`src/rtl/shift_sequencer_if.sv`:
```
// shift_sequencer_if: board-side signal bundle for the shift-register sequencer.
// The master side (switch decode) drives the commands and inputs. The slave side
// (the sequencer) drives the register contents, the progress flags and the display.
//
// Handshake: 'start' is a level request. It is sampled only while the sequencer
// is idle. There is no ready wire. busy=1 means commands are being ignored, and
// 'done' pulses for exactly one cycle when the operation completes. A start
// still held after done parks the sequencer until start drops, so a held switch
// never retriggers an operation.
interface shift_sequencer_if #(
    parameter int NBITS = 4
);
    localparam int CW = $clog2(NBITS + 1);

    logic             start;
    logic             selecao;
    logic             entradaSerial;
    logic [NBITS-1:0] entradaParalela;
    logic [NBITS-1:0] dados;
    logic             busy;
    logic             done;
    logic [CW-1:0]    count;
    logic [7:0]       SEG;
    logic [2:0]       state_dbg;

    modport master (
        output start, selecao, entradaSerial, entradaParalela,
        input  dados, busy, done, count, SEG, state_dbg
    );

    modport slave (
        input  start, selecao, entradaSerial, entradaParalela,
        output dados, busy, done, count, SEG, state_dbg
    );
endinterface

```
`src/rtl/shift_sequencer.sv`:
```
// shift_sequencer: sequences either a parallel load or an NBITS-step serial
// shift into an internal data register. Each operation starts from a level
// start command. Progress is reported through busy, count and a one-cycle
// done pulse.
// Optional feature: define SHIFT_SEQUENCER_SEG7_EN to drive SEG with a hex
// decode of dados[3:0], with SEG[7] carrying busy. Without it, SEG is tied to
// zero.
module shift_sequencer #(
    parameter int NBITS    = 4,
    parameter int TICK_DIV = 1
) (
    input  logic               clk_2,
    input  logic               reset,
    shift_sequencer_if.slave   bus
);
    localparam int CW = $clog2(NBITS + 1);
    localparam int TW = (TICK_DIV > 1) ? $clog2(TICK_DIV) : 1;

    localparam logic [CW-1:0] COUNT_FULL = CW'(NBITS);
    localparam logic [CW-1:0] COUNT_LAST = CW'(NBITS - 1);
    localparam logic [TW-1:0] TICK_LAST  = TW'(TICK_DIV - 1);

    typedef enum logic [2:0] {
        ST_IDLE  = 3'd0,
        ST_LOAD  = 3'd1,
        ST_SHIFT = 3'd2,
        ST_DONE  = 3'd3,
        ST_HOLD  = 3'd4
    } state_t;

    state_t           state_q, state_d;
    logic [NBITS-1:0] dados_q, dados_d;
    logic [CW-1:0]    count_q, count_d;
    logic [TW-1:0]    tick_q,  tick_d;
    logic             busy_w;
    logic             done_w;

    // State register: every piece of state clears at once when reset goes low.
    always_ff @(posedge clk_2 or negedge reset) begin
        if (!reset) begin
            state_q <= ST_IDLE;
            dados_q <= '0;
            count_q <= '0;
            tick_q  <= '0;
        end else begin
            state_q <= state_d;
            dados_q <= dados_d;
            count_q <= count_d;
            tick_q  <= tick_d;
        end
    end

    // Next-state logic. Commands are only looked at in IDLE, the parallel value
    // only in LOAD, and the serial bit only on a step edge.
    always_comb begin
        state_d = state_q;
        dados_d = dados_q;
        count_d = count_q;
        tick_d  = tick_q;
        unique case (state_q)
            ST_IDLE: begin
                if (bus.start) begin
                    if (bus.selecao) begin
                        state_d = ST_LOAD;
                    end else begin
                        state_d = ST_SHIFT;
                        count_d = '0;
                        tick_d  = '0;
                    end
                end
            end
            ST_LOAD: begin
                // The parallel load leaves count at its previous value.
                dados_d = bus.entradaParalela;
                state_d = ST_DONE;
            end
            ST_SHIFT: begin
                if (tick_q == TICK_LAST) begin
                    dados_d = {dados_q[NBITS-2:0], bus.entradaSerial};
                    count_d = count_q + CW'(1);
                    tick_d  = '0;
                    // The step that brings count to NBITS ends the operation,
                    // so count can never pass NBITS.
                    if (count_q == COUNT_LAST) begin
                        state_d = ST_DONE;
                    end
                end else begin
                    tick_d = tick_q + TW'(1);
                end
            end
            ST_DONE: begin
                state_d = bus.start ? ST_HOLD : ST_IDLE;
            end
            ST_HOLD: begin
                if (!bus.start) begin
                    state_d = ST_IDLE;
                end
            end
            default: begin
                state_d = ST_IDLE;
            end
        endcase
    end

    // Status outputs are decoded from registered state only, so no input
    // reaches an output combinationally.
    always_comb begin
        busy_w = (state_q == ST_LOAD) || (state_q == ST_SHIFT) || (state_q == ST_DONE);
        done_w = (state_q == ST_DONE);
    end

    assign bus.dados     = dados_q;
    assign bus.count     = count_q;
    assign bus.busy      = busy_w;
    assign bus.done      = done_w;
    assign bus.state_dbg = state_q;

`ifdef SHIFT_SEQUENCER_SEG7_EN
    logic [3:0] nibble;
    logic [6:0] seg_hex;

    assign nibble = 4'(dados_q);

    // Hex digit decode of the low nibble, segment order gfedcba, active high.
    always_comb begin
        seg_hex = 7'h00;
        unique case (nibble)
            4'h0: seg_hex = 7'h3F;
            4'h1: seg_hex = 7'h06;
            4'h2: seg_hex = 7'h5B;
            4'h3: seg_hex = 7'h4F;
            4'h4: seg_hex = 7'h66;
            4'h5: seg_hex = 7'h6D;
            4'h6: seg_hex = 7'h7D;
            4'h7: seg_hex = 7'h07;
            4'h8: seg_hex = 7'h7F;
            4'h9: seg_hex = 7'h6F;
            4'hA: seg_hex = 7'h77;
            4'hB: seg_hex = 7'h7C;
            4'hC: seg_hex = 7'h39;
            4'hD: seg_hex = 7'h5E;
            4'hE: seg_hex = 7'h79;
            4'hF: seg_hex = 7'h71;
            default: seg_hex = 7'h00;
        endcase
    end

    assign bus.SEG = {busy_w, seg_hex};
`else
    assign bus.SEG = 8'h00;
`endif

    // Structural invariants of the sequencer.
    a_count_bounded: assert property (@(posedge clk_2) disable iff (!reset)
        count_q <= COUNT_FULL);
    a_done_one_cycle: assert property (@(posedge clk_2) disable iff (!reset)
        done_w |=> !done_w);
    a_state_legal: assert property (@(posedge clk_2) disable iff (!reset)
        state_q inside {ST_IDLE, ST_LOAD, ST_SHIFT, ST_DONE, ST_HOLD});

endmodule

```
`src/flat_wrapper.sv`:
```
// flat-port wrapper written by rule: the top's interface ports become plain ports
module shift_sequencer_flat 
#(
    parameter int NBITS    = 4,
    parameter int TICK_DIV = 1
)
  (clk_2, reset, bus_start, bus_selecao, bus_entradaSerial, bus_entradaParalela, bus_dados, bus_busy, bus_done, bus_count, bus_SEG, bus_state_dbg);
  shift_sequencer_if #(.NBITS(NBITS)) bus_i ();
  input  logic clk_2;
  input  logic reset;
  input wire logic [$bits(bus_i.start)-1:0] bus_start;
  input wire logic [$bits(bus_i.selecao)-1:0] bus_selecao;
  input wire logic [$bits(bus_i.entradaSerial)-1:0] bus_entradaSerial;
  input wire logic [$bits(bus_i.entradaParalela)-1:0] bus_entradaParalela;
  output wire logic [$bits(bus_i.dados)-1:0] bus_dados;
  output wire logic [$bits(bus_i.busy)-1:0] bus_busy;
  output wire logic [$bits(bus_i.done)-1:0] bus_done;
  output wire logic [$bits(bus_i.count)-1:0] bus_count;
  output wire logic [$bits(bus_i.SEG)-1:0] bus_SEG;
  output wire logic [$bits(bus_i.state_dbg)-1:0] bus_state_dbg;
  assign bus_i.start = bus_start;
  assign bus_i.selecao = bus_selecao;
  assign bus_i.entradaSerial = bus_entradaSerial;
  assign bus_i.entradaParalela = bus_entradaParalela;
  assign bus_dados = bus_i.dados;
  assign bus_busy = bus_i.busy;
  assign bus_done = bus_i.done;
  assign bus_count = bus_i.count;
  assign bus_SEG = bus_i.SEG;
  assign bus_state_dbg = bus_i.state_dbg;
  shift_sequencer #(.NBITS(NBITS), .TICK_DIV(TICK_DIV)) u_core (.clk_2(clk_2), .reset(reset), .bus(bus_i));
endmodule
```
`config.mk`:
```
export PLATFORM = sky130hd
export DESIGN_NAME = shift_sequencer_flat
export DESIGN_NICKNAME = d
export VERILOG_FILES = /design/src/rtl/shift_sequencer_if.sv /design/src/rtl/shift_sequencer.sv /design/src/flat_wrapper.sv
export SDC_FILE = /design/constraint.sdc
export NUM_CORES = 1
export LEC_CHECK = 0
export ABC_CLOCK_PERIOD_IN_PS = 3140
export CORE_MARGIN = 2
export CORE_UTILIZATION = 43
export CTS_CLUSTER_SIZE = 20
export DETAILED_ROUTE_END_ITERATION = 16
export PLACE_DENSITY_LB_ADDON = 0.08
export SLEW_MARGIN = 25
export SYNTH_ARGS = -nofsm -noshare
export SYNTH_HDL_FRONTEND = slang
export SYNTH_SLANG_ARGS = --single-unit
```
`constraint.sdc`:
```
create_clock -name clk_2 -period 3.14 [get_ports clk_2]
set_clock_uncertainty 0.05 [all_clocks]
set_input_delay 0.628 -clock clk_2 [delete_from_list [all_inputs] [get_ports clk_2]]
set_output_delay 0.628 -clock clk_2 [all_outputs]
set_load 0.005 [all_outputs]
```
Word-level counts from Yosys, hierarchy flattened:

Index checks and enable logic that the tools add are counted.

* add/subtract/negate cells: 2
* equality and inequality tests: 10
* multiplexer cells: 17
* reduce and logical (&&, ||, !) cells: 9

Operators with widths (number)
* 2-to-1 mux 3 bit: 8
* case mux 3 bit (5 select lines): 1
* == test 3 x 2 -> 1 bit (second input constant): 3
* != test 2 bit (second input constant): 4
* case mux 4 bit (2 select lines): 1
* AND reduction 4 bit: 2
* case mux 3 bit (2 select lines): 1
* 2-to-1 mux 4 bit: 1
* nonzero test 2 bit: 2
* adder 3 x 1 -> 3 bit (second input constant): 1
* == test 3 x 1 -> 1 bit (second input constant): 1
* == test 3 bit (second input constant): 1
* zero test 3 bit: 1
* 2-to-1 mux 1 bit: 3
* AND reduction 3 bit: 1
* logical OR 1 bit: 2
* 2-to-1 mux 2 bit: 1
* != test 2 x 1 -> 1 bit (second input constant): 1
* case mux 1 bit (2 select lines): 1
* AND reduction 2 bit: 1
* adder 1 bit (second input constant): 1

* flip-flop bits (word level): 11
* bits of input ports: 9
* output and inout bits: 20
* word-level logic and storage cells: 42

Depth between registers and ports, before layout:

Gate-level depths: netlist (run 1).

* depth after elaboration: 4
* mapped depth: 5
* mapped depth without buffers: 5

Worst setup path before layout (run 1):

No wires, ideal clock.

* path type: reg-to-output
* start: reg u_core.state_q[1], in the netlist u_core.bus.state_dbg[1]
* end: out bus_busy
* arrival time: 803 ps
* data required time: 2462 ps
* setup slack: 1659 ps
* stages on the path, launching flop included: 5
* path buffers: 2
* cells stage by stage: dfrtp_1 buf_6 buf_2 nor2_1 nor2_1

* word-level cells in the longest chain between the ends: 3
* elaborated cells on any way between the ends: 5
* classes of those cells: eq/ne (3); reduce/logical (2)

RTL lines
* start: declaration: RTL line shift_sequencer.sv:31 `state_t state_q, state_d;`
* start signal: assignment: RTL line shift_sequencer.sv:46 `state_q <= state_d;`
* == test 3 x 1 -> 1 bit or == test 3 x 2 -> 1 bit (tied branches): RTL line shift_sequencer.sv:108 `busy_w = (state_q == ST_LOAD) || (state_q == ST_SHIFT) || (state_q == ST_DONE);`
* logical OR 1 bit: RTL line shift_sequencer.sv:108
* logical OR 1 bit *: RTL line shift_sequencer.sv:108
* end: declaration: RTL line flat_wrapper.sv:16 `output wire logic [$bits(bus_i.busy)-1:0] bus_busy;`

Every way passes the cells marked *; elsewhere a longest branch is shown, timed or not.

Worst setup path in the final report (run 1):

* start: reg u_core.state_q[1], in the netlist u_core.bus.state_dbg[1]
* end: out bus_done

* word-level cells in the longest chain between the ends: 1

RTL lines
* == test 3 x 2 -> 1 bit: RTL line shift_sequencer.sv:109 `done_w = (state_q == ST_DONE);`
* end: declaration: RTL line flat_wrapper.sv:17 `output wire logic [$bits(bus_i.done)-1:0] bus_done;`

No other way between the ends.

==> impl_metrics.tcl, run 1 <==
set metrics [dict create \
    drv_slew 0 \
    min_path_type "flop to flop" \
    syn_to_final_growth_pct 27.63 \
    arrival_ns 1.90 \
    max_cap_violations 0 \
    cp-end-kind "primary output" \
    synth_top_area_share_pct 37.59 \
    post-dp-hpwl_um 972.1 \
    start_util_pct 45.24 \
    tightest_slew_ns 0.5545 \
    start_kind "flop" \
    min_period_over_period_pct 82.08 \
    path_max_fanout 19 \
    drive_above_1_share_pct 14.94 \
    postSynthAreaPerCell_um2 9.789 \
    drc 0 \
    h-tree-depth 1 \
    fmax_mhz 388.0 \
    grt_pass1_vias 523 \
    ir_drop_uv 427.6 \
    crit_family "flip-flops" \
    drt-vias-per-instance 5.233 \
    gr-total-overflow 0 \
    cts_sinks 10 \
    hold_buffers 0 \
    async_flop_share_pct 100.0 \
    antenna_cells 0 \
    rsz0062_at_grt "no" \
    cts.clk_slew.worst_paths_ns 0.06 \
    cts_max_path_buffers 2 \
    setup_tns_ns 0 \
    slowest_stage "dfrtp_1" \
    syn_area_um2 665.6 \
    synth_area_leaders "dfrtp_1, buf_4, nor2_1, o221a_2, o32a_1" \
    maxSlewHeadroom_pct 63.03 \
    setup_violations 0 \
    drt_iter0_markers 5 \
    drt_wl_total_mm 1.307 \
    antenna_found_initial 0 \
    ioPinCount 29 \
    cts_setup_buffers 0 \
    final-hold-violation-count 0 \
    ant_nets 0 \
    fp-row-count 14 \
    port_buffers 20 \
    die_h_um 43.35 \
    ys_seq_elements 10 \
    synth_flop_cell "dfrtp_1" \
    netlist_instances 68 \
    yosysTopAreaCell "dfrtp_1" \
    ys.warnings.count 0 \
    ctsResizeCount 0 \
    outcome "completed" \
    crit_buf_inv 1 \
    finalWeightedCongestion 0.7105 \
    wl_per_cell_um 12.69 \
    pwr_density_cell_mw_per_mm2 938.1 \
    fp.coreArea_mm2 0.001471 \
    slowest_delay_ns 0.69 \
    layout_common_cells "clkdlybuf4s50_1, nor2_1, dfrtp_1" \
    cts_buffers 3 \
    min_period_ns 2.577 \
    ctsRootBufferMaster "clkbuf_4" \
    grt.total_usage_pct 17.06 \
    dr.pass1.iters 4 \
    synth_edf_count 0 \
    grt_pass1_wl_mm 2.290 \
    seq_area_frac_synth_pct 37.59 \
    worstPathRequired_ns 2.46 \
    cts_tree "done" \
    grt_max_degree 20 \
    final_common_cell "clkdlybuf4s50_1" \
    finalNetCount 99 \
    vias 539 \
    crit_type "flop to primary output" \
    die_area_mm2 0.001879 \
    p_leak_nw 0.3623 \
    post-route-util_pct 57.74 \
    synth.distinct_cells 23 \
    insertion_delay_ns 0.27 \
    fp.dieW_um 43.35 \
    crit_chain "nand2_1 -> nor2_2 -> clkdlybuf4s50_1" \
]
==> where the power goes <==
| part | total, mW | switching, mW | internal (mW) | leakage (nW) |
|---|---|---|---|---|
| registers | 0.289 | 0.103 | 0.186 | 0.118 |
| logic | 0.394 | 0.133 | 0.260 | 0.224 |
| clock network | 0.114 | 0.0434 | 0.0704 | 0.0210 |
==> per-stage QoR <==
step / power [mW] / hold WS, ns / cells / setup WS, ns / instance area, um^2
after floorplan: 0.5354 / 0.2824 / 75 / 1.659 / 691.9
after global placement: 0.6835 / 0.4609 / 99 / 0.9073 / 813.3
final: 0.7969 / 0.4743 / 103 / 0.5628 / 849.6
after global routing: 0.8698 / 0.5039 / 103 / 0.3611 / 849.6
after CTS: 0.8073 / 0.4834 / 103 / 0.5554 / 849.6
after detailed placement: 0.6864 / 0.4629 / 99 / 0.8701 / 813.3
==> cell usage after synthesis (all sizes together) (2+ instances only) <==
cell   count
o21a       2
o32a       4
dfrtp     10
ha         2
o221a      4
inv        3
nor2      13
a21oi      6
a22o       2
buf       12
==> registers in the layout, summed over array words and instances (netlist names) <==
signal,flops
u_core.bus.dados,4
u_core.bus.count,3
u_core.bus.state_dbg,3
==> cell type report <==
| class | count | area, um^2 |
|---|---|---|
| Fill cell | 141 | 621.8 |
| Multi-Input combinational cell | 50 | 331.6 |
| Sequential cell | 10 | 250.2 |
| Timing Repair Buffer | 20 | 200.2 |
| Clock buffer | 4 | 36.28 |
| Tap cell | 16 | 20.02 |
| Inverter | 3 | 11.26 |
==> worst reg2reg max path: cells and delay by family (launching register included) <==
| family | cells | cell delay, ns |
|---|---|---|
| AND/OR/NAND/NOR | 1 | 0.26 |
| AO/OA/AOI/OAI | 2 | 0.37 |
| flip-flops | 1 | 0.69 |
==> layer usage <==
layer / GRT usage (%) / wire length (um) / share of wire, %
met1: 21.39 / 580 / 44
met2: 25.07 / 637 / 49
met3: 7.500 / 74 / 5.7
met4: 8.485 / 14 / 1.1
met5: 0 / 0 / 0
==> worst paths after layout <==
path	startpoint	endpoint	slack, ns	cells past startpoint
max	u_core.bus.state_dbg[1]$_DFFE_PN0P_	bus_done	0.56	3
min	u_core.bus.count[2]$_DFFE_PN0P_	u_core.bus.count[2]$_DFFE_PN0P_	0.47	1
max reg2reg	u_core.bus.state_dbg[1]$_DFFE_PN0P_	u_core.bus.dados[3]$_DFFE_PN0P_	1.67	3
min reg2reg	u_core.bus.count[2]$_DFFE_PN0P_	u_core.bus.count[2]$_DFFE_PN0P_	0.47	1
max in group asynchronous	reset	u_core.bus.dados[0]$_DFFE_PN0P_	2.12	1
min in group asynchronous	reset	u_core.bus.state_dbg[0]$_DFFE_PN0P_	0.62	1
==> cells by family (layout without fill, tap and decap cells) <==
kind of cell	count (synthesis)	count (layout)	synth area share [%]
adders and majority gates	2	2	3.759
muxes	1	1	1.692
buffers and inverters	15	27	16.54
other	1	8	0.5634
DFF	10	10	37.59
and+or+nand+nor	19	19	15.04
AOI/OAI and AO/OA	20	20	24.81
Note: power is estimated with default switching activity, not from simulation.
==> run 2: changes to the inputs <==
--- a/config.mk
+++ b/config.mk
@@ -5,9 +5,9 @@
 export SDC_FILE = /design/constraint.sdc
 export NUM_CORES = 1
 export LEC_CHECK = 0
-export ABC_CLOCK_PERIOD_IN_PS = 3140
+export ABC_CLOCK_PERIOD_IN_PS = 2100
 export CORE_MARGIN = 2
-export CORE_UTILIZATION = 43
+export CORE_UTILIZATION = 36
 export CTS_CLUSTER_SIZE = 20
 export DETAILED_ROUTE_END_ITERATION = 16
 export PLACE_DENSITY_LB_ADDON = 0.08
==> constraint.sdc (replaced) <==
create_clock -name clk_2 -period 2.1 [get_ports clk_2]
set_clock_uncertainty 0.05 [all_clocks]
set_input_delay 0.42 -clock clk_2 [delete_from_list [all_inputs] [get_ports clk_2]]
set_output_delay 0.42 -clock clk_2 [all_outputs]
set_load 0.005 [all_outputs]
==> impl_metrics.tcl, run 2 (same netlist as run 1, synthesis figures left out) <==
set metrics [dict create \
    cts_max_path_buffers 2 \
    ioPinCount 29 \
    finalWeightedCongestion 0.8463 \
    drt_iter0_markers 19 \
    drt-vias-per-instance 4.841 \
    largest_register_ffs 4 \
    start_kind "flop" \
    fmax_mhz 498.7 \
    cp-end-kind "primary output" \
    antenna_found_initial 0 \
    path_max_fanout 16 \
    dr.pass1.iters 4 \
    min_period_ns 2.005 \
    ir_drop_uv 678.0 \
    grt_pass1_vias 465 \
    fp.dieW_um 47 \
    syn_to_final_growth_pct 29.70 \
    ctsRootBufferMaster "clkbuf_4" \
    crit_buf_inv 1 \
    final_common_cell "clkdlybuf4s50_1" \
    finish.instance_area_um2 863.3 \
    slowest_delay_ns 0.56 \
    hold_buffers 0 \
    cts_tree "done" \
    max_cap_violations 0 \
    switchingPower_uw 413.2 \
    grt_pass1_wl_mm 2.049 \
    p_sw_share_pct 35.36 \
    outcome "completed" \
    fill_cells 157 \
    preCtsSetupSlack_ns 0.3560 \
    finalNetCount 101 \
    crit_family "flip-flops" \
    final.setup.worst_slack_ns 0.09498 \
    setup_violations 0 \
    fp-row-count 15 \
    intPower_uw 755.4 \
    crit_chain "nor2_2 -> clkdlybuf4s50_1" \
    drv_slew 0 \
    slowest_stage "dfrtp_1" \
    multi_input_area_um2 331.6 \
    hold_ws_ns 0.4199 \
    cts_sinks 10 \
    post-dp-hpwl_um 965.2 \
    drc 0 \
    min_path_type "input pin to asynchronous set/reset pin" \
    drt_wl_total_mm 1.301 \
    rsz0062_at_grt "no" \
    setup_tns_ns 0 \
    cts_setup_buffers 0 \
    arrival_ns 1.54 \
    layout_common_cells "clkdlybuf4s50_1, nor2_1, dfrtp_1" \
    vias 547 \
    cts.clk_slew.worst_paths_ns 0.07 \
    start_util_pct 38.55 \
    drive_above_1_share_pct 17.05 \
    insertion_delay_ns 0.26 \
    seqPwrFrac_pct 32.8 \
    pwr-share-clk_pct 11.0 \
    grt.total_usage_pct 13.96 \
    ctsResizeCount 0 \
    die_h_um 47 \
    wl_per_cell_um 11.51 \
    worstPathRequired_ns 1.63 \
    tightest_slew_ns 0.5071 \
    power_frac_comb_pct 56.2 \
    final-hold-violation-count 0 \
    grt_max_degree 17 \
    cts_buffers 3 \
    min_period_over_period_pct 95.48 \
    antenna_cells 0 \
    port_buffers 20 \
    placed_area_um2 839.6 \
    h-tree-depth 1 \
    maxSlewHeadroom_pct 66.19 \
    ant_nets 0 \
    p_leak_nw 0.3635 \
    pwr_density_cell_mw_per_mm2 1354 \
    gr-total-overflow 0 \
    crit_type "flop to primary output" \
    die_area_mm2 0.002209 \
    fp.coreArea_mm2 0.001727 \
    p_total_mw 1.169 \
    seq_area_um2 251.5 \
]
-- run 2: changes by cell type in the layout (fill, tap and decap cells not counted), sizes merged --
cell    previous run  this run
clkbuf             4         3
buf                0         2
-- run 2: power by group through the flow --
stage               Clock [mW]  Sequential [mW]  Combinational (mW)
floorplan                    0            0.371               0.429
global placement             0            0.386               0.666
detailed placement           0            0.384               0.664
CTS                      0.135            0.382               0.666
global route             0.148            0.399               0.729
finish                   0.128            0.384               0.657
-- run 2: worst paths after layout --
path                                                     start                             endpoint  slack (ns)  depth (start not counted)
max                        u_core.bus.state_dbg[2]$_DFFE_PN0P_                             bus_done        0.09                          2
max reg2reg                u_core.bus.state_dbg[1]$_DFFE_PN0P_      u_core.bus.dados[3]$_DFFE_PN0P_        0.74                          4
min                                                      reset  u_core.bus.state_dbg[1]$_DFFE_PN0P_        0.42                          1
min reg2reg                    u_core.bus.count[1]$_DFFE_PN0P_      u_core.bus.count[1]$_DFFE_PN0P_        0.48                          1
min in group clk_2             u_core.bus.count[1]$_DFFE_PN0P_      u_core.bus.count[1]$_DFFE_PN0P_        0.48                          1
max in group asynchronous                                reset  u_core.bus.state_dbg[0]$_DFFE_PN0P_        1.24                          1
-- run 2: area by class of cell --
class	count	area share, %
clock buffer	3	2.609
inverter	3	1.304
multi-input combinational	50	38.41
sequential	10	29.13
tap	25	3.623
timing repair buffer	22	24.93
-- run 2: worst register-to-register path, cell delays in order, from the launching register on --
cell	delay, ns
dfrtp_1	0.41
buf_4	0.20
nand2b_4	0.16
o32a_1	0.29
o221a_2	0.13
-- run 2: through the flow --
stage | util, % | cells
detailed placement | 48.62 | 110
CTS | 49.93 | 113
finish | 50.00 | 113
floorplan | - | 75
global route | 50.00 | 113
global placement | 48.62 | 110
-- run 2: routing by layer --
metal	GRT usage (%)	vias to the layer above	part of all wire, %
li1	-	267	-
met1	18.91	245	47
met2	18.36	33	42
met3	6.923	2	9.8
met4	6.667	0	1.3
met5	0	-	0
==> RTL edit 1: new RTL, config.mk and constraints of run 2 <==
`NBITS` is set to 4 in 3 places; all go to 2.
--- a/src/rtl/shift_sequencer_if.sv
+++ b/src/rtl/shift_sequencer_if.sv
@@ -10,3 +10,3 @@
 interface shift_sequencer_if #(
-    parameter int NBITS = 4
+    parameter int NBITS = 2
 );
--- a/src/rtl/shift_sequencer.sv
+++ b/src/rtl/shift_sequencer.sv
@@ -8,3 +8,3 @@
 module shift_sequencer #(
-    parameter int NBITS    = 4,
+    parameter int NBITS    = 2,
     parameter int TICK_DIV = 1
--- a/src/flat_wrapper.sv
+++ b/src/flat_wrapper.sv
@@ -3,3 +3,3 @@
 #(
-    parameter int NBITS    = 4,
+    parameter int NBITS    = 2,
     parameter int TICK_DIV = 1
Ports: changed (resized bus_count, bus_dados and bus_entradaParalela); port bits go from 29 to 24. The function was not compared with the original's and may differ.
==> RTL edit 1 against run 2 <==
  * Power is 28% lower
  * Worst setup slack better by 8.6 ps
  * Wire length fell by 34%
  * Synthesized cell count shrank 25%
  * Area after synthesis decreased by 27%
  * Critical path depth rose by 1
  * Final area down 28%
  * Sequential cell count down 3
  * Critical endpoint unchanged
  * Largest cell class unchanged
  * Largest power group unchanged
==> RTL edit 1: results (changes against run 2) <==
- Synth cell count leaders: buf_4 (8), dfrtp_1 (7) (was nor2_1 (12), dfrtp_1 (10), buf_4 (8))
- RD Place Congestion: 0.773 (was 0.846)
- Initial DRT Pass Iterations: 2 (was 4)
- Total track usage: 0.144 (was 0.140)
- Synth unique cells: 27 (was 23)
- First-pass GRT wire length: 1440 um (was 2050 um)
- Post CTS Setup Buffer Count: 0 (unchanged)
- VDD IR max: 688 uV (was 678 uV)
- Wire per inst: 10.5 um (was 11.5 um)
- Leak pwr: 0.271 nW (was 0.364 nW)
- Layout cell share with drive strength beyond 1: 0.134 (was 0.170)
- Slowest CP cell: clkdlybuf4s50_1 (was dfrtp_1)
- DR vias/cell: 4.55 (was 4.84)
- FILL cells: 129 (was 157)
- Port Buffers: 15 (was 20)
- Sequential element share of the synthesized area: 0.362 (was 0.376)
- Vias in the first global route: 314 (was 465)
- Outcome: complete, no violations (unchanged)
- Adder-cell area share of the yosys netlist: 0.0258 (was 0.0376)
- Initial antenna violation count: 0 (unchanged)
- DPL Wire Length: 671 um (was 965 um)
- CP delay by family, top: buffers and inverters (was flip-flops)
- Largest net degree at the start of global routing: 14 (was 17)
- Nets: 76 (was 101)
- Multiplexer area fraction after synthesis: 0 (was 0.0169)
- Crit path max fanout: 12 (was 16)
- Initial drt markers: 3 (was 19)
RTL edit 1: cell types whose count changed in the layout (fill, tap and decap cells not counted), sizes merged, moves of 2 or more:
cell	run 2	this run
dfrtp	10	7
clkdlybuf4s50	20	15
o32a	4	0
o21ai	1	4
a22o	2	0
and2	0	3
nor2	13	4
o221a	4	0
a211oi	0	2
a21oi	6	1
RTL edit 1: repair_timing:
action	CTS	global route
endpoints found under the setup margin	1	1
endpoints found under the hold margin	0	0
resized for setup	1	1
RTL edit 1: logic make-up after synthesis:
logic type,Yosys count
and+or+nand+nor,16
AOI/OAI and AO/OA,13
buffers and inverters,13
DFF,7
adders and majority gates,1
other,1
RTL edit 1: power breakdown:
| part | switching, W | internal [W] |
|---|---|---|
| Sequential | 0.0000873 | 0.000200 |
| Clock | 0.0000511 | 0.0000726 |
| Combinational | 0.000164 | 0.000261 |
RTL edit 1: final timing paths:
check | start | cells past startpoint | slack [ps] | end
worst max register to register | u_core.bus.state_dbg[0] | 4 | 860 | u_core.bus.count[0]
worst min register to register | u_core.bus.count[1] | 1 | 470 | u_core.bus.count[1]
min in group clk_2 | u_core.bus.count[1] | 1 | 470 | u_core.bus.count[1]
worst min-delay path | reset | 1 | 380 | u_core.bus.state_dbg[0]
max in group asynchronous | reset | 1 | 1350 | u_core.bus.state_dbg[1]
worst max-delay path | u_core.bus.state_dbg[1] | 3 | 100 | bus_done
RTL edit 1: layout make-up:
| class | instances | area, um2 | share of cell area |
|---|---|---|---|
| tap | 15 | 18.8 | 0.0302 |
| inverter | 2 | 7.51 | 0.0121 |
| multi-input combinational | 38 | 234 | 0.376 |
| timing repair buffer | 16 | 158 | 0.254 |
| clock buffer | 4 | 26.3 | 0.0423 |
| sequential | 7 | 178 | 0.286 |
RTL edit 1: per-stage QoR:
| step | area, um2 | cells | hold WS, ps | power, W | setup slack (ps) |
|---|---|---|---|---|---|
| 2_1_floorplan | 510 | 58 | 74.4 | 0.000546 | 872 |
| 3_3_place_gp | 593 | 78 | 463 | 0.000717 | 310 |
| 3_5_place_dp | 593 | 78 | 468 | 0.000715 | 259 |
| 4_1_cts | 621 | 82 | 386 | 0.000846 | 75.5 |
| 5_1_grt | 622 | 82 | 389 | 0.000929 | 6.80 |
| 6_report | 622 | 82 | 376 | 0.000836 | 104 |
RTL edit 1: routing by layer:
metal | vias up | GRT usage | share of wire
met5 | - | 0 | 0
met4 | 0 | 0.0500 | 0
met3 | 0 | 0.0978 | 0.088
met2 | 15 | 0.202 | 0.45
met1 | 164 | 0.171 | 0.46
li1 | 194 | - | -
==> RTL edit 2: new RTL, config.mk and constraints of run 2 <==
Made on the original files. Make the reset (`reset`) synchronous in one clocked block.
--- a/src/rtl/shift_sequencer.sv
+++ b/src/rtl/shift_sequencer.sv
@@ -38,3 +38,3 @@
     // State register: every piece of state clears at once when reset goes low.
-    always_ff @(posedge clk_2 or negedge reset) begin
+    always_ff @(posedge clk_2) begin
         if (!reset) begin
Formal check against the unedited RTL: differs if reset is asserted again (counterexample within 4 cycles, from zero or initial values and one cycle with reset low); with reset held inactive, the same outputs for 10 cycles.
==> RTL edit 2 against run 2 <==
  * Final area decreased by 9.3%
  * First-iteration DRC count decreased by 89%
  * Sequential share of layout area decreased by 3.4 points
  * Sequential cell count unchanged
  * Worst setup slack improved by 60 ps
  * Area after synthesis decreased by 11%
  * Non-clock buffer count decreased by 2
  * Critical path depth unchanged
  * Register-to-register slack got worse by 120 ps
  * Global-route usage increased by 0.15 points
  * Wire length decreased by 8.8%
  * Critical endpoint unchanged
Power is not compared: it rests on default switching activity, and its combinational part moved more than twofold at a synthesized area within 25%.
==> RTL edit 2: results (changes against run 2) <==
- Top Metal Used: met4 (unchanged)
- Vias in the first global route: 459 (was 465)
- Post-Place Setup Slack: 376 ps (was 356 ps)
- VDD IR max: 236 uV
- Post-route DRC: 0 (unchanged)
- WL met3: 65 um (was 128 um)
- Wire per inst: 11.6 um (was 11.5 um)
- Total inserted antenna cells: 0 (unchanged)
- Clock root cell: clkbuf_4 (unchanged)
- Largest net degree at the start of global routing: 11 (was 17)
- Sw power: between 0.0001 and 0.00015 W
- GR Util met2: 0.206 (was 0.184)
- Combinational Power: 0.000135 W
- Sequential element share of the synthesized area: 0.336 (was 0.376)
- Syn avg cell area: 9.02 um2 (was 9.79 um2)
- Synth warn: 0 (unchanged)
- Initial antenna violation count: 0 (unchanged)
- Initial DRT Pass Iterations: 2 (was 4)
- Outcome: complete, no violations (unchanged)
- M1 GR Usage: 0.182 (was 0.189)
- Port Buffers: 20 (unchanged)
- Routed WL: 1190 um (was 1300 um)
- CTS clk-pin slew, worst paths: 70 ps (about the same)
- Async SR Flop Fraction: 0 (was 1.00)
- CP Data Arrival Time: 1480 ps (was 1540 ps)
- Clock H-tree levels: 1 (unchanged)
- CP delay by family, top: buffers and inverters (was flip-flops)
- Initial drt markers: 2 (was 19)
- Seq group: 0.000228 W
- Synth unique cells: 23 (unchanged)
- Leak pwr: roughly 0.31 nW
- Sequential power share: 0.462
- Grt total ovfl: 0 (unchanged)
- Total track usage: 0.141 (was 0.140)
- Placed inst area: 759 um2 (was 840 um2)
- Max reg flops: 4 (unchanged)
- FILL cells: 149 (was 157)
- Met3 usage: 0.0245 (was 0.0692)
- Largest cells by area after synthesis: dfxtp_1 (34%), buf_4 (10%), mux2i_1 (8.4%) (was dfrtp_1 (38%), buf_4 (9.0%), nor2_1 (6.8%))
- M1 wire length: 548 um (was 614 um)
- Post CTS Setup Buffer Count: 0 (unchanged)
- Min-delay worst type: flip-flop to flip-flop (was input port to async pin)
- CP peak stage delay: 490 ps (was 560 ps)
- First-pass GRT wire length: 2010 um (was 2050 um)
- Clock Tree Buf Depth: 2 (unchanged)
- Slowest CP cell: clkdlybuf4s50_1 (was dfrtp_1)
- Met2 wire length: 563 um (was 541 um)
- Cells after DPL: 99 (was 110)
- Crit path max fanout: 9 (was 16)
- DR vias/cell: 5.04 (was 4.84)
- DPL Wire Length: 905 um (was 965 um)
- Synth cell count leaders: dfxtp_1 (10), a21oi_1 (9), buf_4 (8) (was nor2_1 (12), dfrtp_1 (10), buf_4 (8))
- CTS resizes: 0 (unchanged)
- RD Place Congestion: 0.722 (was 0.846)
- CTS buffer count: 3 (unchanged)
- Layout cell share with drive strength beyond 1: 0.0814 (was 0.170)
- Worst skew pair latency: 260 ps (about the same)
[RTL edit 2: cells by family after synthesis]
group                      count (synthesis)  share of synthesized area
other                                      1                    0.00630
xor gates and xnor gates                   1                     0.0147
adders and majority gates                  2                     0.0420
and+or+nand+nor                           10                      0.113
DFF                                       10                      0.336
buffers and inverters                     16                      0.176
muxes                                      5                     0.0840
AOI/OAI and AO/OA                         21                      0.227
[RTL edit 2: layout make-up]
type,instances,area [um2],share of cell area
Clock buffer,3,22.5,0.0288
Inverter,6,22.5,0.0288
Multi-Input combinational cell,47,317,0.404
Sequential cell,10,201,0.257
Tap cell,16,20.0,0.0256
Timing Repair Buffer,20,200,0.256
[RTL edit 2: worst paths after layout]
kind	from	slack [ps]	endpoint	cells past startpoint
setup / recovery	u_core.bus.state_dbg[1]	150	bus_done	2
hold / removal	u_core.bus.dados[3]	470	u_core.bus.dados[3]	2
setup reg to reg	u_core.bus.state_dbg[1]	620	u_core.bus.dados[0]	3
hold reg to reg	u_core.bus.dados[3]	470	u_core.bus.dados[3]	2
